--- src/rtl/sram_mem_arbiter.sv ---
// ============================================================================
// Module   : sram_mem_arbiter
// Purpose  : Merges the core's instruction and data SRAM-like ports onto one
//            shared memory req/resp bus, one outstanding transaction at a time.
// Revision : 1.0 - initial release
// ============================================================================
`default_nettype none

module sram_mem_arbiter #(
  parameter int ADDR_WIDTH = 32,
  parameter bit DATA_PRIO  = 1'b1
) (
  input  logic                  clk,
  input  logic                  rst,
  input  logic                  inst_req,
  input  logic                  inst_wr,
  input  logic [3:0]            inst_wstrb,
  input  logic [ADDR_WIDTH-1:0] inst_addr,
  input  logic [31:0]           inst_wdata,
  output logic                  inst_addr_ok,
  output logic                  inst_data_ok,
  output logic [31:0]           inst_rdata,
  input  logic                  data_req,
  input  logic                  data_wr,
  input  logic [3:0]            data_wstrb,
  input  logic [ADDR_WIDTH-1:0] data_addr,
  input  logic [31:0]           data_wdata,
  output logic                  data_addr_ok,
  output logic                  data_data_ok,
  output logic [31:0]           data_rdata,
  output logic                  mem_req_valid,
  input  logic                  mem_req_ready,
  output logic [3:0]            mem_req_we,
  output logic [ADDR_WIDTH-1:0] mem_req_addr,
  output logic [31:0]           mem_req_wdata,
  input  logic                  mem_resp_valid,
  input  logic [31:0]           mem_resp_rdata
);

  typedef enum logic [1:0] {
    IDLE = 2'd0,
    REQ  = 2'd1,
    RESP = 2'd2
  } state_t;

  state_t                state, next_state;
  logic                  r_src_data;
  logic                  r_wr;
  logic [3:0]            r_wstrb;
  logic [ADDR_WIDTH-1:0] r_addr;
  logic [31:0]           r_wdata;

  logic grant_data, grant_inst, accept;

  // A lone requester always wins; DATA_PRIO only breaks ties.
  assign grant_data = data_req & (DATA_PRIO | ~inst_req);
  assign grant_inst = inst_req & ~grant_data;
  assign accept     = (state == IDLE) & (grant_data | grant_inst);

  always_ff @(posedge clk or posedge rst) begin
    if (rst) begin
      state      <= IDLE;
      r_src_data <= 1'b0;
      r_wr       <= 1'b0;
      r_wstrb    <= 4'b0;
      r_addr     <= '0;
      r_wdata    <= 32'b0;
    end else begin
      state <= next_state;
      if (accept) begin
        r_src_data <= grant_data;
        r_wr       <= grant_data ? data_wr    : inst_wr;
        r_wstrb    <= grant_data ? data_wstrb : inst_wstrb;
        r_addr     <= grant_data ? data_addr  : inst_addr;
        r_wdata    <= grant_data ? data_wdata : inst_wdata;
      end
    end
  end

  // Outputs are gated with rst so they read zero for the whole reset pulse,
  // including the asynchronous window before the next clock edge.
  always_comb begin
    next_state    = state;
    inst_addr_ok  = 1'b0;
    data_addr_ok  = 1'b0;
    inst_data_ok  = 1'b0;
    data_data_ok  = 1'b0;
    inst_rdata    = 32'b0;
    data_rdata    = 32'b0;
    mem_req_valid = 1'b0;
    mem_req_we    = 4'b0;
    mem_req_addr  = '0;
    mem_req_wdata = 32'b0;
    if (!rst) begin
      case (state)
        IDLE: begin
          inst_addr_ok = grant_inst;
          data_addr_ok = grant_data;
          if (grant_inst || grant_data) next_state = REQ;
        end
        REQ: begin
          mem_req_valid = 1'b1;
          mem_req_we    = r_wr ? r_wstrb : 4'b0;
          mem_req_addr  = r_addr;
          mem_req_wdata = r_wdata;
          if (mem_req_ready) next_state = RESP;
        end
        RESP: begin
          if (mem_resp_valid) begin
            next_state = IDLE;
            if (r_src_data) begin
              data_data_ok = 1'b1;
              data_rdata   = r_wr ? 32'b0 : mem_resp_rdata;
            end else begin
              inst_data_ok = 1'b1;
              inst_rdata   = r_wr ? 32'b0 : mem_resp_rdata;
            end
          end
        end
        default: next_state = IDLE;
      endcase
    end
  end

endmodule

`default_nettype wire

--- config.mk ---
export PLATFORM = sky130hd
export DESIGN_NAME = sram_mem_arbiter
export DESIGN_NICKNAME = d
export VERILOG_FILES = /design/src/rtl/sram_mem_arbiter.sv
export SDC_FILE = /design/constraint.sdc
export NUM_CORES = 1
export LEC_CHECK = 0
export ABC_AREA = 1
export CAP_MARGIN = 20
export CORE_AREA = 2 2 121 123
export CTS_BUF_LIST = sky130_fd_sc_hd__clkbuf_8
export CTS_CLUSTER_DIAMETER = 30
export DETAILED_ROUTE_END_ITERATION = 10
export DIE_AREA = 0 0 123 125
export GPL_ROUTABILITY_DRIVEN = 1
export GPL_TIMING_DRIVEN = 0
export HOLD_SLACK_MARGIN = 0.03
export PLACE_DENSITY_LB_ADDON = 0.05
export SYNTH_ARGS = -nofsm -noshare
export SYNTH_HDL_FRONTEND = slang
export SYNTH_SLANG_ARGS = --single-unit
--- constraint.sdc ---
create_clock -name clk -period 3.62 [get_ports clk]
set_input_delay 0.362 -clock clk [delete_from_list [all_inputs] [get_ports clk]]
set_output_delay 0.362 -clock clk [all_outputs]
set_load 0.05 [all_outputs]
==> results.env, run 1 <==
POWER_LEAKAGE_nW=3.51
DETAIL_ROUTE.FIRST_PASS.ITERATIONS=4
POST_SYNTH_MOST_FREQUENT_CELLS='sky130_fd_sc_hd__nor2_1, sky130_fd_sc_hd__inv_1, sky130_fd_sc_hd__dfrtp_1'
SYN_AREA_PER_CELL_UM2=8.19
TIGHTESTPINTRANSITION_NS=0.586
DRT_FIRST_ITER_VIOLATIONS=175
DETAIL_ROUTE.WL_PER_CELL_UM=15.6
GRT_PASS1_VIAS=5278
VIA_PER_INST=4.61
POST-PLACE-WS_NS=0.674
GRT_FIRST_PASS_WIRELENGTH_UM=26800
SETUP_VIOL_COUNT_FINAL=0
SYNTH_EDF_COUNT=0
POST_SYNTH_INSTANCE_AREA_MM2=0.00487
FIN_WS_NS=0.638
POST-SYNTH-TOP-AREA-CELL='sky130_fd_sc_hd__dfrtp_1'
SYNTH_NETS=771
SYNTH_LARGEST_TYPE_AREA_FRACTION=0.370
FINAL_PERIOD_MINUS_WORST_SETUP_SLACK_NS=2.98
DIE_W_UM=123
START_UTIL=0.343
REMAINING_DRC_ERRORS=0
CRITICAL_PATH.MAX_FANOUT=10
CRITPATHREQUIREDTIME_NS=3.26
R2R-START='state[0]$_DFFE_PP0P_'
NETLIST-CELL-TYPE-COUNT=23
COUNT_OF_FINAL_HOLD_CHECK_VIOLATIONS=0
LAYOUT.CORE_UTILIZATION=0.592
GLOBALROUTETOTALUTIL=0.222
LIBRARY_CELL_USED_AS_CLOCK_ROOT_BUFFER='sky130_fd_sc_hd__clkbuf_8'
CLOCK.FMAX_MHz=335
FINALWIRELENGTH_UM=17200
POSTSYNTH.ASYNCRESETSHARE=1.00
GRT_ANTENNA_BEFORE_REPAIR=0
CTS_SETUP_BUFFERS=0
GRT_MAX_DEGREE=38
DOMINANTREGCELLSYNTH='sky130_fd_sc_hd__dfrtp_1'
PLACE.PORT_BUFFERS=311
ROUTABILITYCONGESTION=0.791
CTS-RESIZED-GATES=0
RSZ0062_AT_GRT='no'
CTS-HTREE-LEVELS=3
SYNTH_AREA_LEADERS='sky130_fd_sc_hd__dfrtp_1, sky130_fd_sc_hd__o211ai_2, sky130_fd_sc_hd__nor2_1'
FINISH.NET_COUNT=1094
HOLD_PATH_CLASS='input pin to async pin'
CLK-INSERTION-DELAY-LATE_NS=0.36
CTS_HOLD_REPAIR.BUFFERS=0
FIN_HOLD_WS_NS=0.519
SYNTH_SEQ_AREA_SHARE=0.370
DRIVE_ABOVE_1_SHARE=0.217
VIAS=5108
NFILLCELLS=1297
PLACED_CELLS_INCL_TAPS=1091
CP_DATA_ARRIVAL_TIME_NS=2.62
CTS-BUFFERS-INSERTED=9
TIMING.CRITICAL_PATH.FROM='rst'
TIMING.FINAL.MAX_SLEW_VIOLATIONS=0
CLK_PIN_SLEW_WORST_PATHS_NS=0.08
OVERFLOW=0
WORST-SETUP-PATH-TYPE='input pin to output pin'
CLKSINKCOUNT=72
FLOORPLAN.CORE_AREA_MM2=0.0142
CTS_MAX_PATH_BUFFERS=2
CELLPOWERDENSITY_mW_PER_MM2=597
ANTENNA_CELLS=0
DPL.HPWL_UM=13900
DETAIL-ROUTE-ANTENNA-NETS=0
RUN_STATUS='complete, no violations'
SYNTHMOSTINSTANTIATEDCELL='sky130_fd_sc_hd__nor2_1'
FINAL_TOTAL_NEGATIVE_SETUP_SLACK_NS=0
SYNTHESIS.YOSYS.WARNINGS=0
FINAL_CELL_COUNT_WITHOUT_FILLERS=1107
WORSTSETUPSTARTPOINTTYPE='input pin'
DPL-INSTANCE-AREA_MM2=0.00824
TIMING.CLOCK.SKEW_NS=0.0104
DIEHEIGHT_UM=125
CTS_TREE='done'
FINAL_DESIGN_AREA_NO_FILL_MM2=0.00841
YS_SEQ_ELEMENTS=72
PLACEMENT_ROWS=44
FLOORPLAN.DIE_AREA_MM2=0.0154
AREA_DELTA_SYNTH_FINAL_PCT=72.6
MAX_CAP_VIOL_COUNT=0
FINAL.PERIOD_UTILIZATION=0.824
IOPINCOUNT=313
POWER.IR.VDD_WORST_mV=0.271
SYNTHCELLS=595
CRITICAL_PATH.ENDPOINT_TYPE='output pin'
WORST_SLEW_MARGIN_REL=0.608
TOTAL_POWER_mW=5.02
## worst paths after layout
kind	slack [ns]	endpoint	depth (start not counted)
hold / removal	0.52	state[0]$_DFFE_PP0P_	2
setup / recovery	0.64	inst_rdata[15]	6
hold reg to reg	0.52	r_wstrb[0]$_DFFE_PP0P_	2
setup reg to reg	2.22	r_wdata[1]$_DFFE_PP0P_	7
min in group clk	0.52	r_wstrb[0]$_DFFE_PP0P_	2
max in group asynchronous	2.54	r_addr[2]$_DFFE_PP0P_	3
## cell type report
class	instances	area, um^2	area share
buffer	45	284	0.0338
clock buffer	10	138	0.0164
clock inverter	6	36.3	0.00431
inverter	84	318	0.0378
multi-input combinational	394	2470	0.294
sequential	72	1800	0.214
tap	184	230	0.0274
timing repair buffer	312	3130	0.372
## flip-flops by register name, indices dropped and copies added (netlist names)
register and flops:
r_addr 32, r_src_data 1, r_wdata 32, r_wr 1, r_wstrb 4, state 2
## power by group
group	leakage (nW)	total [mW]	internal, mW	switching (mW)
Combinational	2.55	3.12	1.15	1.96
Sequential	0.871	1.33	1.21	0.119
Clock	0.0913	0.573	0.263	0.309
Total	3.51	5.02	2.63	2.39
## worst max-delay path: stages
cell and delay [ns]:
sky130_fd_sc_hd__clkdlybuf4s50_1 0.53, sky130_fd_sc_hd__nor2_1 0.22, sky130_fd_sc_hd__nand3_1 0.23, sky130_fd_sc_hd__buf_2 0.26, sky130_fd_sc_hd__nor3_1 0.14, sky130_fd_sc_hd__clkdlybuf4s50_1 0.87
## cells in the final DEF (no fill, tap or decap), drive strengths merged, types with 2 or more instances in the layout
master	synthesis	routed
nand2	38	38
o21ai	72	72
o211ai	69	69
nor3	10	10
clkdlybuf4s50	0	311
nor2	131	131
clkinvlp	0	2
clkbuf	10	20
nand3	4	4
dfrtp	72	72
buf	35	36
inv	84	87
or2	69	69
## per-layer routing
metal,vias to the layer above,global-route usage,routed length (um)
met1,2338,0.269,7110
met2,180,0.388,8620
met5,-,0,0
met4,0,0.0668,320
li1,2565,-,-
met3,25,0.0502,1180
## cell families after synthesis
logic type,after synthesis,synth area share
compound gates,141,0.270
simple gates,253,0.237
flops,72,0.370
buf+inv,129,0.123
Note: power is estimated with default switching activity, not from simulation.
==> run 2: changes to the inputs <==
--- a/config.mk
+++ b/config.mk
@@ -7,11 +7,11 @@
 export LEC_CHECK = 0
 export ABC_AREA = 1
 export CAP_MARGIN = 20
-export CORE_AREA = 2 2 121 123
+export CORE_AREA = 2 2 120 122
 export CTS_BUF_LIST = sky130_fd_sc_hd__clkbuf_8
 export CTS_CLUSTER_DIAMETER = 30
 export DETAILED_ROUTE_END_ITERATION = 10
-export DIE_AREA = 0 0 123 125
+export DIE_AREA = 0 0 122 124
 export GPL_ROUTABILITY_DRIVEN = 1
 export GPL_TIMING_DRIVEN = 0
 export HOLD_SLACK_MARGIN = 0.03
==> constraint.sdc (replaced) <==
create_clock -name clk -period 2.9 [get_ports clk]
set_input_delay 0.29 -clock clk [delete_from_list [all_inputs] [get_ports clk]]
set_output_delay 0.29 -clock clk [all_outputs]
set_load 0.05 [all_outputs]
==> results.env, run 2 (synthesized netlist as in run 1, its figures left out) <==
RUN_STATUS='complete, no violations'  # unchanged
WORST_SLEW_MARGIN_REL=0.610  # was 0.608
SWITCHING_SHARE=0.468  # was 0.476
POWER_LEAKAGE_nW=3.72  # was 3.51 nW
FINISH.NET_COUNT=1094  # unchanged
ROUTABILITYCONGESTION=0.814  # was 0.791
ANTENNA_CELLS=0  # unchanged
CLK_PIN_SLEW_WORST_PATHS_NS=0.08  # about the same
COMMONEST_CELLS_AFTER_ROUTING_FILL_AND_TAPS_ASIDE='sky130_fd_sc_hd__clkdlybuf4s50_1, sky130_fd_sc_hd__nor2_1, sky130_fd_sc_hd__inv_1, sky130_fd_sc_hd__dfrtp_1'  # unchanged
COUNT_OF_FINAL_HOLD_CHECK_VIOLATIONS=0  # unchanged
GRT_FIRST_PASS_WIRELENGTH_UM=27200  # was 26800 um
FINAL_PERIOD_MINUS_WORST_SETUP_SLACK_NS=2.79
CLOCK.FMAX_MHz=358
FLOORPLAN.CORE_AREA_MM2=0.0137  # was 0.0142 mm^2
START_UTIL=0.355  # was 0.343
TIGHTESTPINTRANSITION_NS=0.582  # was 0.586 ns
TOTAL_POWER_mW=6.46  # was 5.02 mW
CRITPATHREQUIREDTIME_NS=2.61  # was 3.26 ns
TIMING.REG2REG.WORST_PATH_DEPTH=7  # unchanged
PLACE.PORT_BUFFERS=311  # unchanged
SETUP.REG_TO_REG.WORST_SLACK_NS=1.48  # was 2.22 ns
TIMING.FINAL.MAX_SLEW_VIOLATIONS=0  # unchanged
GRT_PASS1_VIAS=5228  # was 5278
POWER.COMBINATIONAL.FRACTION=0.607  # was 0.621
NFILLCELLS=1244  # was 1297
GLOBALROUTETOTALUTIL=0.233  # was 0.222
PWR-SHARE-SEQ=0.258  # was 0.265
CP_DATA_ARRIVAL_TIME_NS=2.50  # was 2.62 ns
FINAL_TOTAL_NEGATIVE_SETUP_SLACK_NS=0  # unchanged
POWER.SWITCHING_mW=3.02  # was 2.39 mW
FLOORPLAN.DIE_AREA_MM2=0.0151  # was 0.0154 mm^2
VIA_PER_INST=4.72  # was 4.61
FIN_HOLD_WS_NS=0.352  # was 0.519 ns
INTPOWER_mW=3.43  # was 2.63 mW
CTS_MAX_PATH_BUFFERS=2  # unchanged
CRITICAL_PATH.ENDPOINT_TYPE='output pin'  # unchanged
CTS_TREE='done'  # unchanged
AREA_DELTA_SYNTH_FINAL_PCT=74.0  # was 72.6%
CRITICAL_PATH.MAX_FANOUT=10  # unchanged
FINAL_CELL_COUNT_WITHOUT_FILLERS=1103  # was 1107
FINALWIRELENGTH_UM=18100  # was 17200 um
RSZ0062_AT_GRT='no'  # unchanged
HIGHEST_LAYER_USED_FOR_SIGNAL_ROUTING='met4'  # unchanged
PLACED_CELLS_INCL_TAPS=1087  # was 1091
DRIVE_ABOVE_1_SHARE=0.216  # was 0.217
CTS-HTREE-LEVELS=3  # unchanged
GRT_ANTENNA_BEFORE_REPAIR=0  # unchanged
CLKSINKCOUNT=72  # unchanged
REG_TOP3='r_addr (32), r_wdata (32), r_wstrb (4)'  # unchanged
WL_MET1_UM=7100  # was 7110 um
DPL.HPWL_UM=14800  # was 13900 um
OVERFLOW=0  # unchanged
GRT_MAX_DEGREE=59  # was 38
IOPINCOUNT=313  # unchanged
HOLD_PATH_CLASS='input pin to async pin'  # unchanged
TIMING.CLOCK.SKEW_NS=0.00560  # was 0.0104 ns
MOSTFREQUENTLAYOUTCELL='sky130_fd_sc_hd__clkdlybuf4s50_1'  # unchanged
VIAS=5207  # was 5108
CTS_HOLD_REPAIR.BUFFERS=0  # unchanged
CELLPOWERDENSITY_mW_PER_MM2=761  # was 597 mW/mm^2
DETAIL_ROUTE.WL_PER_CELL_UM=16.4  # was 15.6 um
CTS-BUFFERS-INSERTED=9  # unchanged
CTS_SETUP_BUFFERS=0  # unchanged
WORSTSETUPSTARTPOINTTYPE='register'  # was input pin
PLACEMENT_ROWS=43  # was 44
RR_ENDPOINT='r_wdata[0]$_DFFE_PP0P_'  # was r_wdata[1]$_DFFE_PP0P_
MAX_CAP_VIOL_COUNT=0  # unchanged
R2R-START='state[1]$_DFFE_PP0P_'  # was state[0]$_DFFE_PP0P_
DETAIL-ROUTE-ANTENNA-NETS=0  # unchanged
DETAIL_ROUTE.FIRST_PASS.ITERATIONS=4  # unchanged
CLK-INSERTION-DELAY-LATE_NS=0.35  # was 0.36 ns
SETUP_VIOL_COUNT_FINAL=0  # unchanged
DIEHEIGHT_UM=124  # was 125 um
WORST-SETUP-PATH-TYPE='register to output pin'  # was input pin to output pin
WL_MET3_UM=1300  # was 1180 um
WL_MET2_UM=9130  # was 8620 um
POWER.IR.VDD_WORST_mV=0.398  # was 0.271 mV
REMAINING_DRC_ERRORS=0  # unchanged
DIE_W_UM=122  # was 123 um
LIBRARY_CELL_USED_AS_CLOCK_ROOT_BUFFER='sky130_fd_sc_hd__clkbuf_8'  # unchanged
POWER.CLOCK.FRACTION=0.135  # was 0.114
FINAL.PERIOD_UTILIZATION=0.963
DRT_FIRST_ITER_VIOLATIONS=166  # was 175
-- run 2: per-layer routing --
layer	global-route usage	up-vias
met5	0	-
met1	0.266	2412
met3	0.0554	34
met2	0.417	196
li1	-	2565
met4	0.0991	0
-- run 2: per-stage QoR --
stage	instance area, um^2	utilization	setup WS (ns)
3_3_place_gp	8210	0.599	-0.770
6_report	8480	0.618	0.107
3_5_place_dp	8240	0.601	0.0232
2_1_floorplan	4870	-	0.495
5_1_grt	8480	0.618	0.00487
4_1_cts	8450	0.616	0.0218
-- run 2: final cells by class --
| cell class | instances | area, um^2 | area share |
|---|---|---|---|
| timing repair buffer | 312 | 3170 | 0.373 |
| multi-input combinational | 394 | 2470 | 0.292 |
| tap | 180 | 225 | 0.0266 |
| sequential | 72 | 1800 | 0.212 |
| clock inverter | 7 | 88.8 | 0.0105 |
| buffer | 45 | 284 | 0.0335 |
| inverter | 84 | 318 | 0.0375 |
| clock buffer | 9 | 124 | 0.0146 |
-- run 2: how the worst max path moves through the flow --
stage                    startpoint                   end  slack, ns  cells after the start
2_1_floorplan                   rst  state[0]$_DFFE_PP0P_       0.49                      4
3_3_place_gp                    rst  state[1]$_DFFE_PP0P_      -0.77                      5
3_5_place_dp                    rst         data_rdata[4]       0.02                      6
4_1_cts                         rst         data_rdata[4]       0.02                      6
5_1_grt        state[1]$_DFFE_PP0P_      mem_req_addr[30]      0.005                      7
6_report       state[1]$_DFFE_PP0P_      mem_req_addr[30]       0.11                      7
-- run 2: power by group through the flow --
stage | Combinational [mW] | Sequential (mW) | Clock [mW]
after global routing | 4.26 | 1.71 | 0.933
final | 3.92 | 1.66 | 0.872
after CTS | 3.96 | 1.67 | 0.891
after detailed placement | 3.95 | 1.69 | 0
after floorplan | 2.79 | 1.64 | 0
after global placement | 3.86 | 1.67 | 0
-- run 2: timing repair --
item | in CTS | in global routing
resized for setup | 0 | 10
endpoints found under the hold margin | 0 | 0
endpoints found under the setup margin | 0 | 10
-- run 2: worst max-delay path, cell delays in order, from the launching register on --
cell and delay [ns]:
sky130_fd_sc_hd__dfrtp_1 0.42, sky130_fd_sc_hd__inv_2 0.09, sky130_fd_sc_hd__nand2_1 0.08, sky130_fd_sc_hd__nor2_2 0.15
sky130_fd_sc_hd__inv_2 0.15, sky130_fd_sc_hd__buf_2 0.23, sky130_fd_sc_hd__nor2_1 0.18, sky130_fd_sc_hd__clkdlybuf4s50_1 0.84
